### src/rtl/bcd_pkg.sv
// Shared types and helpers for the two-digit BCD counter.
package bcd_pkg;

  typedef enum logic {
    STATE_STOP = 1'b0,
    STATE_RUN  = 1'b1
  } state_e;

  localparam logic [3:0] BCD_MAX = 4'd9;

  // Counter width able to hold 0..div-1; never narrower than one bit.
  function automatic int unsigned cnt_width(input int unsigned div);
    return (div <= 32'd2) ? 32'd1 : 32'($clog2(div));
  endfunction

endpackage

### src/rtl/tick_gen.sv
// Modulo-DIV divider emitting a one-cycle strobe on the last count of each period.
module tick_gen
  import bcd_pkg::*;
#(
  parameter int unsigned DIV = 2
) (
  input  logic clk,
  input  logic reset_n,
  input  logic enable,
  input  logic sync_clr,
  output logic tick
);

  localparam int unsigned W = cnt_width(DIV);
  localparam logic [W-1:0] LAST = W'(DIV - 32'd1);

  logic [W-1:0] cnt;

  // Count holds while disabled so a paused period resumes where it left off.
  always_ff @(posedge clk or negedge reset_n) begin
    if (!reset_n) begin
      cnt <= '0;
    end else if (sync_clr) begin
      cnt <= '0;
    end else if (enable) begin
      if (cnt == LAST) cnt <= '0;
      else             cnt <= cnt + W'(1);
    end
  end

  // Strobe is decoded from the count so the consumer updates on the wrap edge.
  assign tick = enable && (cnt == LAST);

endmodule

### src/rtl/bcd_counter_0_99.sv
// Two-digit BCD up/down counter with run/stop control, synchronous clear,
// rollover pulse and a free-running digit-select toggle for the display mux.
module bcd_counter_0_99
  import bcd_pkg::*;
#(
  parameter int unsigned CLK_HZ     = 100_000_000,
  parameter int unsigned TICK_HZ    = 1,
  parameter int unsigned REFRESH_HZ = 1000
) (
  input  logic       clk,
  input  logic       reset_n,
  input  logic       start_stop,
  input  logic       clear,
  input  logic       up_down,
  output logic [3:0] digit1,
  output logic [3:0] digit2,
  output logic       refreshcounter,
  output logic       rollover,
  output logic       running
);

  localparam int unsigned DIV     = CLK_HZ / TICK_HZ;
  localparam int unsigned REF_DIV = CLK_HZ / (32'd2 * REFRESH_HZ);

  state_e     state_q, state_d;
  logic       tick;
  logic       ref_tick;
  logic [3:0] digit1_d, digit2_d;
  logic       rollover_d;

  tick_gen #(.DIV(DIV)) u_prescaler (
    .clk      (clk),
    .reset_n  (reset_n),
    .enable   (running),
    .sync_clr (clear),
    .tick     (tick)
  );

  tick_gen #(.DIV(REF_DIV)) u_refresh (
    .clk      (clk),
    .reset_n  (reset_n),
    .enable   (1'b1),
    .sync_clr (1'b0),
    .tick     (ref_tick)
  );

  // State register; running mirrors the state from its own flop.
  always_ff @(posedge clk or negedge reset_n) begin
    if (!reset_n) begin
      state_q <= STATE_STOP;
      running <= 1'b0;
    end else begin
      state_q <= state_d;
      running <= (state_d == STATE_RUN);
    end
  end

  always_comb begin
    state_d = state_q;
    if (start_stop) begin
      state_d = (state_q == STATE_RUN) ? STATE_STOP : STATE_RUN;
    end
  end

  // Next-digit arithmetic; clear wins over a coincident tick.
  always_comb begin
    digit1_d   = digit1;
    digit2_d   = digit2;
    rollover_d = 1'b0;
    if (clear) begin
      digit1_d = 4'd0;
      digit2_d = 4'd0;
    end else if (tick) begin
      if (up_down) begin
        if (digit1 >= BCD_MAX) begin
          digit1_d = 4'd0;
          if (digit2 >= BCD_MAX) begin
            digit2_d   = 4'd0;
            rollover_d = 1'b1;
          end else begin
            digit2_d = digit2 + 4'd1;
          end
        end else begin
          digit1_d = digit1 + 4'd1;
        end
      end else begin
        if (digit1 == 4'd0) begin
          digit1_d = BCD_MAX;
          if (digit2 == 4'd0) begin
            digit2_d   = BCD_MAX;
            rollover_d = 1'b1;
          end else begin
            digit2_d = digit2 - 4'd1;
          end
        end else begin
          digit1_d = digit1 - 4'd1;
        end
      end
    end
  end

  always_ff @(posedge clk or negedge reset_n) begin
    if (!reset_n) begin
      digit1   <= 4'd0;
      digit2   <= 4'd0;
      rollover <= 1'b0;
    end else begin
      digit1   <= digit1_d;
      digit2   <= digit2_d;
      rollover <= rollover_d;
    end
  end

  // Digit-select toggles on every refresh wrap, independent of clear and run state.
  always_ff @(posedge clk or negedge reset_n) begin
    if (!reset_n) begin
      refreshcounter <= 1'b0;
    end else if (ref_tick) begin
      refreshcounter <= ~refreshcounter;
    end
  end

endmodule

### config.mk
export PLATFORM = sky130hd
export DESIGN_NAME = bcd_counter_0_99
export DESIGN_NICKNAME = d
export VERILOG_FILES = /design/src/rtl/bcd_pkg.sv /design/src/rtl/tick_gen.sv /design/src/rtl/bcd_counter_0_99.sv
export SDC_FILE = /design/constraint.sdc
export NUM_CORES = 1
export LEC_CHECK = 0
export ABC_AREA = 1
export BUFFER_PORTS_ARGS = -buffer_cell sky130_fd_sc_hd__buf_2
export CORE_MARGIN = 10
export CORE_UTILIZATION = 35
export CTS_CLUSTER_SIZE = 12
export DETAILED_ROUTE_END_ITERATION = 6
export GPL_ROUTABILITY_DRIVEN = 0
export MAX_ROUTING_LAYER = met4
export SLEW_MARGIN = 20
export SYNTH_ARGS = -nofsm -noshare
export SYNTH_HDL_FRONTEND = slang
export SYNTH_SLANG_ARGS = --single-unit
### constraint.sdc
create_clock -name clk -period 1.7 [get_ports clk]
set_input_delay 0.085 -clock clk [delete_from_list [all_inputs] [get_ports clk]]
set_output_delay 0.085 -clock clk [all_outputs]
set_load 0.005 [all_outputs]
======== Word level (Yosys, flattened, before mapping) ========
Cells that the tools add are included.
word-level totals
  bits in registers ....................... 54
  input bits .............................. 5
operators by class
  multiplexer cells ....................... 24
  add/subtract/negate cells ............... 6
  eq/ne operators ......................... 3
  reductions and logical operators ........ 7
  bitwise gates (word level) .............. 1
  magnitude comparators ................... 2
operators with widths
  kind                   count
  $mux 27                3
  $mux 4                 12
  $add 27x1->27 const B  1
  $eq 27x27->1 const B   1
  $add 16x1->16 const B  1
  $eq 16x16->1 const B   1
  $mux 16                1
  $add 4x1->4 const B    2
  $ge 4x4->1 const B     2
  $logic_not 4->1        2
  $mux 1                 8
  $sub 4x1->4 const B    2
  $reduce_bool 2->1      2
  $ne 3x2->1 const B     1
  $reduce_and 3->1       1
  $reduce_bool 3->1      1
  $logic_and 1x1->1      1
  $not 1->1              1

======== Logic depth before layout (Yosys ltp) ========
  word-level depth ........................ 6
  mapped depth ............................ 10
  gate-level depth less buffers ........... 10

======== Hierarchy ========
From an unflattened synthesis, not the netlist that was laid out.
second synthesis, totals
  cells, all modules ...................... 529
  area, all modules ....................... 3654.8 µm²
modules (own cells, without submodules)
  module                  area an instance (µm²)  sequential area each (µm²)  times used  cells an instance
  tick_gen (u_prescaler)  1701.6                  675.6                       1           257
  tick_gen (u_refresh)    1077.3                  400.4                       1           144
  bcd_counter_0_99        875.8                   275.3                       1           128

======== Worst setup path after synthesis ========
OpenSTA, ideal clock, no wires.
  path type ............................... reg-to-reg
  start ................................... register digit1[0]
  end ..................................... register digit2[2]
  slack ................................... 0.197 ns
  data arrival time ....................... 1.386 ns
  period minus slack after synthesis ...... 1.503 ns
  stages on the path, launching flop included .. 9
  cells stage by stage .................... dfrtp_1 -> inv_1 -> ha_1 -> nand2_1 -> o21ai_1 -> a21oi_2 -> nand3_1 -> nand2_1 -> nand2_1
between the ends
  word-level cells in the longest chain between the ends .. 3
  elaborated cells between the ends (all ways) .. 5
RTL lines
  what                                                              line                                            RTL
  from (decl)                                                       bcd_counter_0_99.sv:15                          output logic [3:0] digit1,
  from (signal assigned)                                            bcd_counter_0_99.sv:108                         digit1 <= digit1_d;
  $ge 4x4->1 / $logic_not 4->1 (equally long branches)              bcd_counter_0_99.sv:75, bcd_counter_0_99.sv:87
  $ne 3x2->1 (no line) / $reduce_bool 3->1 (equally long branches)  n/a
  $reduce_and 3->1 (no line) (*)                                    n/a
  to (signal assigned)                                              bcd_counter_0_99.sv:109                         digit2 <= digit2_d;
  to (decl)                                                         bcd_counter_0_99.sv:16                          output logic [3:0] digit2,
Mark *: on every way between the ends. The rest lies on a longest branch, timed or not.
A chain may end at the register's enable or synchronous reset.

======== Worst setup path after layout ========
  start ................................... register u_prescaler.cnt[0]
  end ..................................... register u_prescaler.cnt[21]
between the ends
  word-level cells in the longest chain between the ends .. 4
  elaborated cells between the ends (all ways) .. 5
RTL lines
  what                                                  line                            RTL
  from (decl)                                           tick_gen.sv:17                  logic [W-1:0] cnt;
  from (signal assigned)                                tick_gen.sv:27                  else cnt <= cnt + W'(1);
  $add 27x1->27 / $eq 27x27->1 (equally long branches)  tick_gen.sv:27, tick_gen.sv:26
  $mux 27 (*)                                           tick_gen.sv:26                  if (cnt == LAST) cnt <= '0;
  $mux 27 (*)                                           tick_gen.sv:25                  end else if (enable) begin
  $mux 27 (*)                                           tick_gen.sv:23                  end else if (sync_clr) begin
Mark *: on every way between the ends. The rest lies on a longest branch, timed or not. The select of a mux whose other input is x is not followed.

==> impl_metrics.env <==
export IMPL_min_period_ns=1.61
export IMPL_finalClockSkew_ns=0.0126
export IMPL_grt_max_degree=33
export IMPL_power_density_nw_per_um2=839
export IMPL_drv_slew=0
export IMPL_power_w=0.00343
export IMPL_top_level_ports=16
export IMPL_die_y_um=119
export IMPL_worstHoldStart="clear"
export IMPL_cts_root_buf="clkbuf_8"
export IMPL_syn_to_final_growth_pct=18.1
export IMPL_dieArea_sq_um=14300
export IMPL_cap_violations=0
export IMPL_synth_seq_cells=54
export IMPL_drt_pre_antenna_iters=4
export IMPL_yosys_warnings=0
export IMPL_vias=3166
export IMPL_outcome="complete, no violations"
export IMPL_pwr_share_comb_pct=30.3
export IMPL_antenna_found_initial=0
export IMPL_worstSetupPathType="reg2reg"
export IMPL_hold_end="digit1[0]$_DFFE_PN0P_"
export IMPL_finalSetupViolCount=0
export IMPL_ys_types=32
export IMPL_route_detailed_drc=0
export IMPL_grt_use_total_pct=12.5
export IMPL_clk_pin_slew_ns=0.11
export IMPL_synth_fp_nets=502
export IMPL_grt_overflow=0
export IMPL_synth_most_common_cell="nand2_1"
export IMPL_slowest_stage="dfrtp_1"
export IMPL_routedWlPerCell_um=12.5
export IMPL_period_share_pct=94.9
export IMPL_ys_async_sr_fraction_pct=100
export IMPL_nNetsFinal=544
export IMPL_hpwl_mm=6.39
export IMPL_power_frac_seq_pct=43.1
export IMPL_final_hold_viol_count=0
export IMPL_fp_row_count=36
export IMPL_hold_path_class="in2reg"
export IMPL_r2r_setup_slack_ns=0.09
export IMPL_p_clk_share_pct=26.5
export IMPL_clock_path_buffers=2
export IMPL_wirelength_mm=8.26
export IMPL_ys_seq_area_share_pct=39.0
export IMPL_leakage_nw=1.94
export IMPL_worstPathRequired_ns=1.91
export IMPL_setup_slack_ns=0.0865
export IMPL_diodes=0
export IMPL_start_util_pct=35.7
export IMPL_die_x_um=119
export IMPL_grt_first_pass_wirelength_mm=14.7
export IMPL_core_area_sq_um=9680
export IMPL_max_freq_mhz=620
export IMPL_tritoncts="yes"
export IMPL_layout_drive_gt1_share_pct=13.6
export IMPL_max_stage_delay_ns=0.43
export IMPL_synth_largest_area_cell="dfrtp_1"
export IMPL_end_kind="flop"
export IMPL_rr_worst_depth=9
export IMPL_synth_area_leaders="dfrtp_1 (39%), nand2_1 (14%), nor2_1 (9.4%)"
export IMPL_synthTopCellsByCount="nand2_1 (129), nor2_1 (87), inv_1 (57), dfrtp_1 (54), nand3_1 (43)"
export IMPL_sw_frac_of_total_pct=34.0
export IMPL_peakVddDrop_mv=0.771
export IMPL_cp_data_arrival_time_ns=1.82
export IMPL_synth_top_area_share_pct=39.0
export IMPL_syn_inst=487
export IMPL_drt_iter0_drc=172
export IMPL_finalSetupTns_ns=0
export IMPL_dp_slack_ns=0.0245
export IMPL_viasPerCell=4.78
export IMPL_max_slew_margin_pct=63.7
export IMPL_synth_edf_count=0
export IMPL_reg2reg_from="u_prescaler.cnt[0]$_DFFE_PN0P_"
export IMPL_nFillCells=983
export IMPL_cp_cell_sequence="ha_4 > nand3_2 > inv_2 > nand2_4 > nor2_4 > nand3_4 > nand2_8 > buf_12 > nor2_1"
export IMPL_tightestPinTransition_ns=0.544
export IMPL_cp_start_kind="flop"
export IMPL_cts_buffers=5
export IMPL_grt_pass1_vias=3195
export IMPL_postRouteAntennaNets=0
export IMPL_htreeDepth=2
export IMPL_cp_max_fo=15
export IMPL_numClockSinks=54
export IMPL_numPortBuffers=15
export IMPL_power_switching_w=0.00117
export IMPL_min_path_cells=4
export IMPL_synth_area_per_cell_sq_um=7.11
export IMPL_p_int_w=0.00226
export IMPL_clk_latency_ns=0.32
export IMPL_ys_flop_type="dfrtp_1"
export IMPL_rr_endpoint="u_prescaler.cnt[21]$_DFFE_PN0P_"
export IMPL_synth_area_sq_um=3460
[critical path, delay by kind of cell (launching register included)]
kind,cells,cell delay [ns]
buf+inv,2,0.27
fa+ha+maj,1,0.17
flops,1,0.43
simple gates,6,0.62
[final cells by class]
class                   count  area [sq um]  area share, %
clock buffers               5          68.8           1.68
clock inverters             3          47.5           1.16
inverters                  59           221           5.42
multi-input cells         368          1920           47.0
flip-flops and latches     54          1350           33.0
well taps                 133           166           4.07
repair buffers             41           313           7.65
[routing by layer]
layer	up-vias	GRT usage [%]	share of wire, %
li1	1628	-	-
met1	1479	15.5	48
met2	49	19.9	47
met3	10	2.13	3.4
met4	0	4.83	1.5
met5	-	-	0
[timing repair]
item                                   CTS  global route
setup endpoints to repair                0            35
hold buffers                             2             0
buffers inserted                         0             3
endpoints found under the hold margin   23             0
gates resized for setup                  0            19
[flip-flops by register name, indices dropped and copies added, names as in the netlist]
name,flops
digit1,4
digit2,4
refreshcounter,1
rollover,1
state_q,1
u_prescaler.cnt,27
u_refresh.cnt,16
[metrics by stage]
step	instance area, sq um	utilization, %	std cells	hold WS [ns]
after floorplan	3460	-	487	-0.211
after global placement	3850	39.8	650	0.104
after detailed placement	3850	39.8	650	0.103
after CTS	3990	41.2	660	0.144
after global routing	4090	42.2	663	0.180
final	4090	42.2	663	0.142
[power by group through the flow]
stage	Sequential, W	Combinational, W	Clock, W
6_report	0.00148	0.00104	0.000910
5_1_grt	0.00149	0.00120	0.000985
4_1_cts	0.00147	0.000986	0.000943
3_5_place_dp	0.00149	0.000983	0
3_3_place_gp	0.00149	0.000952	0
2_1_floorplan	0.00150	0.000588	0
[how the worst max path moves through the flow]
stage / startpoint / endpoint / slack [ns] / cells after the start
floorplan: digit1[0]$_DFFE_PN0P_ / digit2[2]$_DFFE_PN0P_ / 0.20 / 8
global placement: u_prescaler.cnt[0]$_DFFE_PN0P_ / u_prescaler.cnt[2]$_DFFE_PN0P_ / 0.11 / 9
detailed placement: u_prescaler.cnt[0]$_DFFE_PN0P_ / u_prescaler.cnt[2]$_DFFE_PN0P_ / 0.02 / 9
CTS: u_prescaler.cnt[0]$_DFFE_PN0P_ / u_prescaler.cnt[20]$_DFFE_PN0P_ / 0.007 / 9
global route: digit1[0]$_DFFE_PN0P_ / digit2[2]$_DFFE_PN0P_ / -0.01 / 9
finish: u_prescaler.cnt[0]$_DFFE_PN0P_ / u_prescaler.cnt[21]$_DFFE_PN0P_ / 0.09 / 9
[cells in the final DEF, fill, tap and decap left out, types with 4 or more instances in the layout]
| master | netlist | layout |
|---|---|---|
| inv_1 | 57 | 56 |
| a21oi_1 | 5 | 5 |
| nor2_2 | 3 | 4 |
| xor2_1 | 22 | 22 |
| nor3_1 | 12 | 12 |
| buf_4 | 2 | 21 |
| nand3_1 | 43 | 40 |
| xnor2_1 | 4 | 4 |
| buf_2 | 3 | 15 |
| nand2_1 | 129 | 128 |
| clkbuf_8 | 0 | 5 |
| nor2_4 | 4 | 6 |
| o21ai_0 | 15 | 14 |
| dfrtp_1 | 54 | 54 |
| nand4_1 | 18 | 18 |
| ha_1 | 10 | 9 |
| nor2_1 | 87 | 84 |
[cells by family (layout without fill, tap and decap cells)]
logic type / count (synthesis) / in the layout / synth area share [%]
and+or+nand+nor: 306 / 306 / 39.0
adders and majority gates: 10 / 10 / 3.61
AOI/OAI and AO/OA: 26 / 26 / 4.08
DFF: 54 / 54 / 39.0
buffers and inverters: 65 / 108 / 7.70
xor gates and xnor gates: 26 / 26 / 6.58
(Power assumes the default switching activity.)
